[src/rtl/muldiv_unit_pkg.sv]
// Shared encodings for the iterative multiply/divide engine: op codes, FSM states
// and the constant Lo value produced by a divide by zero.
package muldiv_unit_pkg;

   localparam logic [1:0] OP_MULT  = 2'b00;
   localparam logic [1:0] OP_MULTU = 2'b01;
   localparam logic [1:0] OP_DIV   = 2'b10;
   localparam logic [1:0] OP_DIVU  = 2'b11;

   typedef enum logic [2:0] {
      ST_IDLE,
      ST_PREP,
      ST_ITER,
      ST_FIX,
      ST_WRITE
   } state_t;

   localparam logic [31:0] DIVZ_LO = 32'hFFFF_FFFF;

   function automatic logic op_is_signed(input logic [1:0] op);
      return (op == OP_MULT) || (op == OP_DIV);
   endfunction

   function automatic logic op_is_div(input logic [1:0] op);
      return (op == OP_DIV) || (op == OP_DIVU);
   endfunction

endpackage

[src/rtl/muldiv_step.sv]
// One combinational radix-2 iteration: shift-add multiply or restoring divide
// on a {hi, lo} accumulator, with the lo half holding multiplier / dividend bits.
module muldiv_step #(
   parameter int WIDTH = 32
) (
   input  logic                   mode_div_i,
   input  logic [2*WIDTH-1:0]     acc_i,
   input  logic [WIDTH-1:0]       opnd_i,
   output logic [2*WIDTH-1:0]     acc_o
);

   logic [WIDTH:0]   sum;
   logic [WIDTH:0]   rem_sh;
   logic [WIDTH-1:0] diff;
   logic             ge;

   always_comb begin
      sum    = {1'b0, acc_i[2*WIDTH-1:WIDTH]} + {1'b0, opnd_i};
      rem_sh = {acc_i[2*WIDTH-1:WIDTH], acc_i[WIDTH-1]};
      // Only the low WIDTH bits of the difference survive whenever the subtract is taken.
      diff   = rem_sh[WIDTH-1:0] - opnd_i;
      ge     = (rem_sh >= {1'b0, opnd_i});
      acc_o  = acc_i;
      if (mode_div_i) begin
         if (ge) acc_o = {diff, acc_i[WIDTH-2:0], 1'b1};
         else    acc_o = {rem_sh[WIDTH-1:0], acc_i[WIDTH-2:0], 1'b0};
      end else begin
         if (acc_i[0]) acc_o = {sum, acc_i[WIDTH-1:1]};
         else          acc_o = {1'b0, acc_i[2*WIDTH-1:1]};
      end
   end

endmodule

[src/rtl/muldiv_unit.sv]
// Multi-cycle MULT/MULTU/DIV/DIVU engine writing {Hi, Lo}; requests a pipeline
// stall while busy if the EX instruction touches HiLo or tries to launch again.
module muldiv_unit
   import muldiv_unit_pkg::*;
#(
   parameter int WIDTH = 32,
   parameter int CNT_W = 6
) (
   input  logic                 Clock,
   input  logic                 Reset,
   input  logic                 Start,
   input  logic [1:0]           Op,
   input  logic [WIDTH-1:0]     A,
   input  logic [WIDTH-1:0]     B,
   input  logic                 HiLoAccess,
   output logic                 Busy,
   output logic                 Stall,
   output logic                 HiLoEn,
   output logic [2*WIDTH-1:0]   HiLoWrite
);

   state_t               state_q;
   logic [CNT_W-1:0]     cnt_q;
   logic [1:0]           op_q;
   logic [WIDTH-1:0]     a_q, b_q, opnd_q;
   logic [2*WIDTH-1:0]   acc_q, hilo_q;
   logic                 sgn_quo_q, sgn_rem_q;
   logic                 busy_q, hiloen_q;

   logic                 signed_op;
   logic [WIDTH-1:0]     mag_a, mag_b, quo, rem;
   logic [2*WIDTH-1:0]   step_acc, result_d;

   muldiv_step #(.WIDTH(WIDTH)) u_step (
      .mode_div_i (op_is_div(op_q)),
      .acc_i      (acc_q),
      .opnd_i     (opnd_q),
      .acc_o      (step_acc)
   );

   always_comb begin
      signed_op = op_is_signed(op_q);
      mag_a     = (signed_op && a_q[WIDTH-1]) ? -a_q : a_q;
      mag_b     = (signed_op && b_q[WIDTH-1]) ? -b_q : b_q;
      quo       = acc_q[WIDTH-1:0];
      rem       = acc_q[2*WIDTH-1:WIDTH];
      result_d  = acc_q;
      if (!op_is_div(op_q)) begin
         if (signed_op && sgn_quo_q) result_d = -acc_q;
      end else if (opnd_q == '0) begin
         // Divide by zero returns the raw dividend in Hi regardless of signedness.
         result_d = {a_q, DIVZ_LO};
      end else begin
         if (signed_op && sgn_quo_q) quo = -acc_q[WIDTH-1:0];
         if (signed_op && sgn_rem_q) rem = -acc_q[2*WIDTH-1:WIDTH];
         result_d = {rem, quo};
      end
   end

   always_ff @(posedge Clock) begin
      if (Reset) begin
         state_q  <= ST_IDLE;
         cnt_q    <= '0;
         busy_q   <= 1'b0;
         hiloen_q <= 1'b0;
         hilo_q   <= '0;
      end else begin
         case (state_q)
            ST_IDLE: begin
               hiloen_q <= 1'b0;
               if (Start) begin
                  op_q    <= Op;
                  a_q     <= A;
                  b_q     <= B;
                  busy_q  <= 1'b1;
                  state_q <= ST_PREP;
               end
            end
            ST_PREP: begin
               opnd_q    <= mag_b;
               acc_q     <= {{WIDTH{1'b0}}, mag_a};
               sgn_quo_q <= signed_op & (a_q[WIDTH-1] ^ b_q[WIDTH-1]);
               sgn_rem_q <= signed_op & a_q[WIDTH-1];
               cnt_q     <= CNT_W'(WIDTH - 1);
               state_q   <= ST_ITER;
            end
            ST_ITER: begin
               acc_q <= step_acc;
               if (cnt_q == '0) state_q <= ST_FIX;
               else             cnt_q   <= cnt_q - 1'b1;
            end
            ST_FIX: begin
               hilo_q   <= result_d;
               hiloen_q <= 1'b1;
               state_q  <= ST_WRITE;
            end
            ST_WRITE: begin
               hiloen_q <= 1'b0;
               busy_q   <= 1'b0;
               state_q  <= ST_IDLE;
            end
            default: state_q <= ST_IDLE;
         endcase
      end
   end

   assign Busy      = busy_q;
   assign Stall     = busy_q & (HiLoAccess | Start);
   assign HiLoEn    = hiloen_q;
   assign HiLoWrite = hilo_q;

endmodule

[config.mk]
export PLATFORM = sky130hd
export DESIGN_NAME = muldiv_unit
export DESIGN_NICKNAME = d
export VERILOG_FILES = /design/src/rtl/muldiv_unit_pkg.sv /design/src/rtl/muldiv_step.sv /design/src/rtl/muldiv_unit.sv
export SDC_FILE = /design/constraint.sdc
export NUM_CORES = 1
export LEC_CHECK = 0
export CAP_MARGIN = 20
export CORE_MARGIN = 5
export CORE_UTILIZATION = 42
export CTS_CLUSTER_DIAMETER = 60
export DETAILED_ROUTE_END_ITERATION = 6
export GPL_TIMING_DRIVEN = 0
export PLACE_DENSITY_LB_ADDON = 0.08
export SLEW_MARGIN = 15
export SYNTH_ARGS = -nofsm -noshare
export SYNTH_HDL_FRONTEND = slang
export SYNTH_SLANG_ARGS = --single-unit
[constraint.sdc]
create_clock -name Clock -period 7.3 [get_ports Clock]
set_input_delay 1.46 -clock Clock [delete_from_list [all_inputs] [get_ports Clock]]
set_output_delay 1.46 -clock Clock [all_outputs]
set_load 0.05 [all_outputs]
==> metrics <==
Worst Hold Class=reg2reg; Setup crit end kind=flop; sequential fraction of design power=approximately two fifths; flops & latches, synth=roughly 240; Placed Cells=roughly 2,600; Post-DRT Antenna Nets=0; clk sinks=239; critical path required time=about 7.7 ns; Worst Setup SP=acc_q[0]; end of the critical path=HiLoWrite[48]; design area=just over 0.02 mm^2; GRT Resource Usage Total=approximately 27%; P per Cell Area=between 200 and 250 mW/mm^2; clock period minus worst slack=approximately 4.7 ns; Max Cap Viol=0; part of the cycle the worst path needs=between 60% and 70%; Post-CTS Resized=0; Worst-Margin Slew=approximately 1.0 ns; Max Fclk=roughly 210 MHz; Pwr Total=4.26 mW; crit-path max FO=10; Mapped Area=around 0.017 mm^2; PnR worst setup slack=2.59 ns; CTS Buf Count=30; Reg2Reg Depth=12; VDD IR max=0.174 mV; initial antenna violation count=1; Post-synth ARST share=0%; CTS root buffer=clkbuf_16; Yosys Warn Count=0; Placer Congestion=just under 1; final hold violations=0; DRT Wirelength=roughly 62 mm; Via Count=15,900; Worst slew margin=31.6%; routing usage on met2=between 30% and 40%; placed inst area=roughly 0.019 mm^2; internal power=2.85 mW; diodes inserted=0; Post-CTS Hold Fix Bufs=0; Avg Inst Size Synth=~8.7 um^2; Die Width=about 210 um; Post-CTS Setup Bufs=0; WP data arrival=around 5.1 ns; Sw Ratio=33.1%; Syn Nets=about 2,100; register area share after synthesis=a little under two fifths; dpl hpwl=about 48 mm; die area=roughly 0.044 mm^2; DP Worst Slack=2.77 ns; CTS tree=done; Post-synth EDFFs=roughly 160; internal reg-to-reg setup slack=2.59 ns; FF-to-FF Start=acc_q[0]; first-pass GRT wire length=approximately 92 mm; Starting Density=between 40% and 50%; max-slew violations=0; Nets=between 2,000 and 2,500; met1 usage=between 40% and 50%; Avg WL per Cell=between 20 and 25 um; CORE AREA=0.0398 mm^2; kind of critical path=reg2reg; PortBufs=136; final setup TNS=0 ns; Fin Clk Skew=between 0.02 and 0.03 ns; cell row count=73; outcome=finished, final reports clean; RR Endpoint=HiLoWrite[48]; DRC viols=0; clk slew on worst S/H paths=roughly 0.070 ns; dominant synthesized flop cell=edfxtp_1; htree depth=1; Synth cell types=76; Finished Core Util=50.5%; largest net degree at the start of global routing=30; Setup violations, final=0; worst skew pair latency=0.60 ns; area grow syn2layout=19.0%; Vias per Instance=5.95; Mapped Cells=slightly below 2,000; drt pass-1 iters=6; clock tree buffer depth=3; Finished Layout Cells=2,671; Top Ports=roughly 140; hold slack=about 0.46 ns; DRT iter0 DRCs=between 1,500 and 2,000; GRT busiest layer=met1; global route total overflow=0; combinational fraction of design power=25.3%; P_sw=about 1.4 mW; Clock power frac=between 30% and 40%; share of cells above drive strength 1=between 4 and 5%; number of global-route vias before repair=between 15,000 and 20,000; Die Ht=between 200 and 250 um; Pleak=between 7 and 8 nW; GRT met3 Usage=6.15%; startpoint types=flop; RSZ-0062 raised after global routing=false
==> cells by family after synthesis <==
family	share of synthesized area [%]
fa+ha+maj	5.42
mux	3.29
buf+inv	4.70
simple gates	17.1
compound gates	21.4
flops	38.0
xor+xnor	10.1
==> critical path, cell delays in order, from the launching register on <==
cell and delay, ns:
edfxtp_1 0.35, clkbuf_1 0.32, inv_1 0.31, clkbuf_1 0.59, ha_1 0.29, nand2b_1 0.10, or3b_1 0.50, nand3b_1 0.48
nand3b_1 0.51, o41ai_1 0.43, xnor2_1 0.11, o211ai_1 0.41, a21oi_1 0.12
==> synthesized netlist by cell type, types with 37 or more instances <==
| master | number | area share (%) |
|---|---|---|
| a211oi_1 | 80 | 3.6 |
| a21oi_1 | 191 | 5.7 |
| clkbuf_1 | 120 | 2.7 |
| dfxtp_1 | 75 | 8.9 |
| edfxtp_1 | 164 | 29 |
| ha_1 | 70 | 5.2 |
| inv_1 | 68 | 1.5 |
| mux2i_1 | 50 | 3.0 |
| nand2_1 | 145 | 3.2 |
| nand3_1 | 37 | 1.1 |
| nor2_1 | 212 | 4.7 |
| nor3_1 | 48 | 1.4 |
| o211ai_1 | 37 | 1.6 |
| o21ai_0 | 88 | 2.6 |
| xnor2_1 | 90 | 4.7 |
| xor2_1 | 105 | 5.4 |
==> how the worst min path moves through the flow <==
| stage | to | slack, ns | cells past startpoint | startpoint |
|---|---|---|---|---|
| floorplan | cnt_q[0] | 0.47 | 1 | cnt_q[0] |
| global placement | HiLoWrite[55] | 0.44 | 2 | HiLoWrite[55] |
| detailed placement | HiLoWrite[39] | 0.45 | 2 | HiLoWrite[39] |
| CTS | HiLoWrite[39] | 0.46 | 2 | HiLoWrite[39] |
| global route | HiLoWrite[39] | 0.48 | 2 | HiLoWrite[39] |
| finish | HiLoWrite[55] | 0.46 | 2 | HiLoWrite[55] |
==> power by group through the flow <==
stage | sequential [mW] | combinational [mW] | clock, mW
final | 1.66 | 1.08 | 1.52
after global routing | 1.67 | 1.18 | 1.60
after CTS | 1.66 | 1.07 | 1.54
after detailed placement | 1.69 | 1.06 | 0
after global placement | 1.71 | 1.03 | 0
after floorplan | 1.71 | 0.674 | 0
==> cell usage in the layout (no fill, tap or decap), drive strengths merged, types with 70 or more instances in the layout <==
master	instances
inv	72
ha	70
xnor2	90
o21ai	113
edfxtp	164
dfxtp	75
xor2	105
a21oi	192
nand2	145
a211oi	80
clkbuf	157
nor2	212
clkdlybuf4s50	136
==> per-layer routing <==
| layer | routed length (um) | vias to the layer above | part of all wire, % |
|---|---|---|---|
| met5 | 13 | - | 0.021 |
| met4 | 1690 | 2 | 2.7 |
| met3 | 5460 | 96 | 8.9 |
| met2 | 25700 | 644 | 42 |
| met1 | 28800 | 7663 | 47 |
| li1 | - | 7479 | - |
==> registers in the layout, summed over array words and instances (netlist names) <==
register / flops
Busy: 1
HiLoEn: 1
HiLoWrite: 64
a_q: 32
acc_q: 64
b_q: 32
cnt_q: 6
op_q: 2
opnd_q: 32
sgn_quo_q: 1
sgn_rem_q: 1
state_q: 3
==> cell type report <==
class / count / area (um^2)
Sequential cell: 239 / 6430
Inverter: 69 / 259
Tap cell: 525 / 657
Buffer: 138 / 537
Fill cell: 3875 / 19700
Clock buffer: 37 / 838
Multi-Input combinational cell: 1497 / 9720
Timing Repair Buffer: 147 / 1520
Clock inverter: 19 / 168
Note: power is estimated with default switching activity, not from simulation.
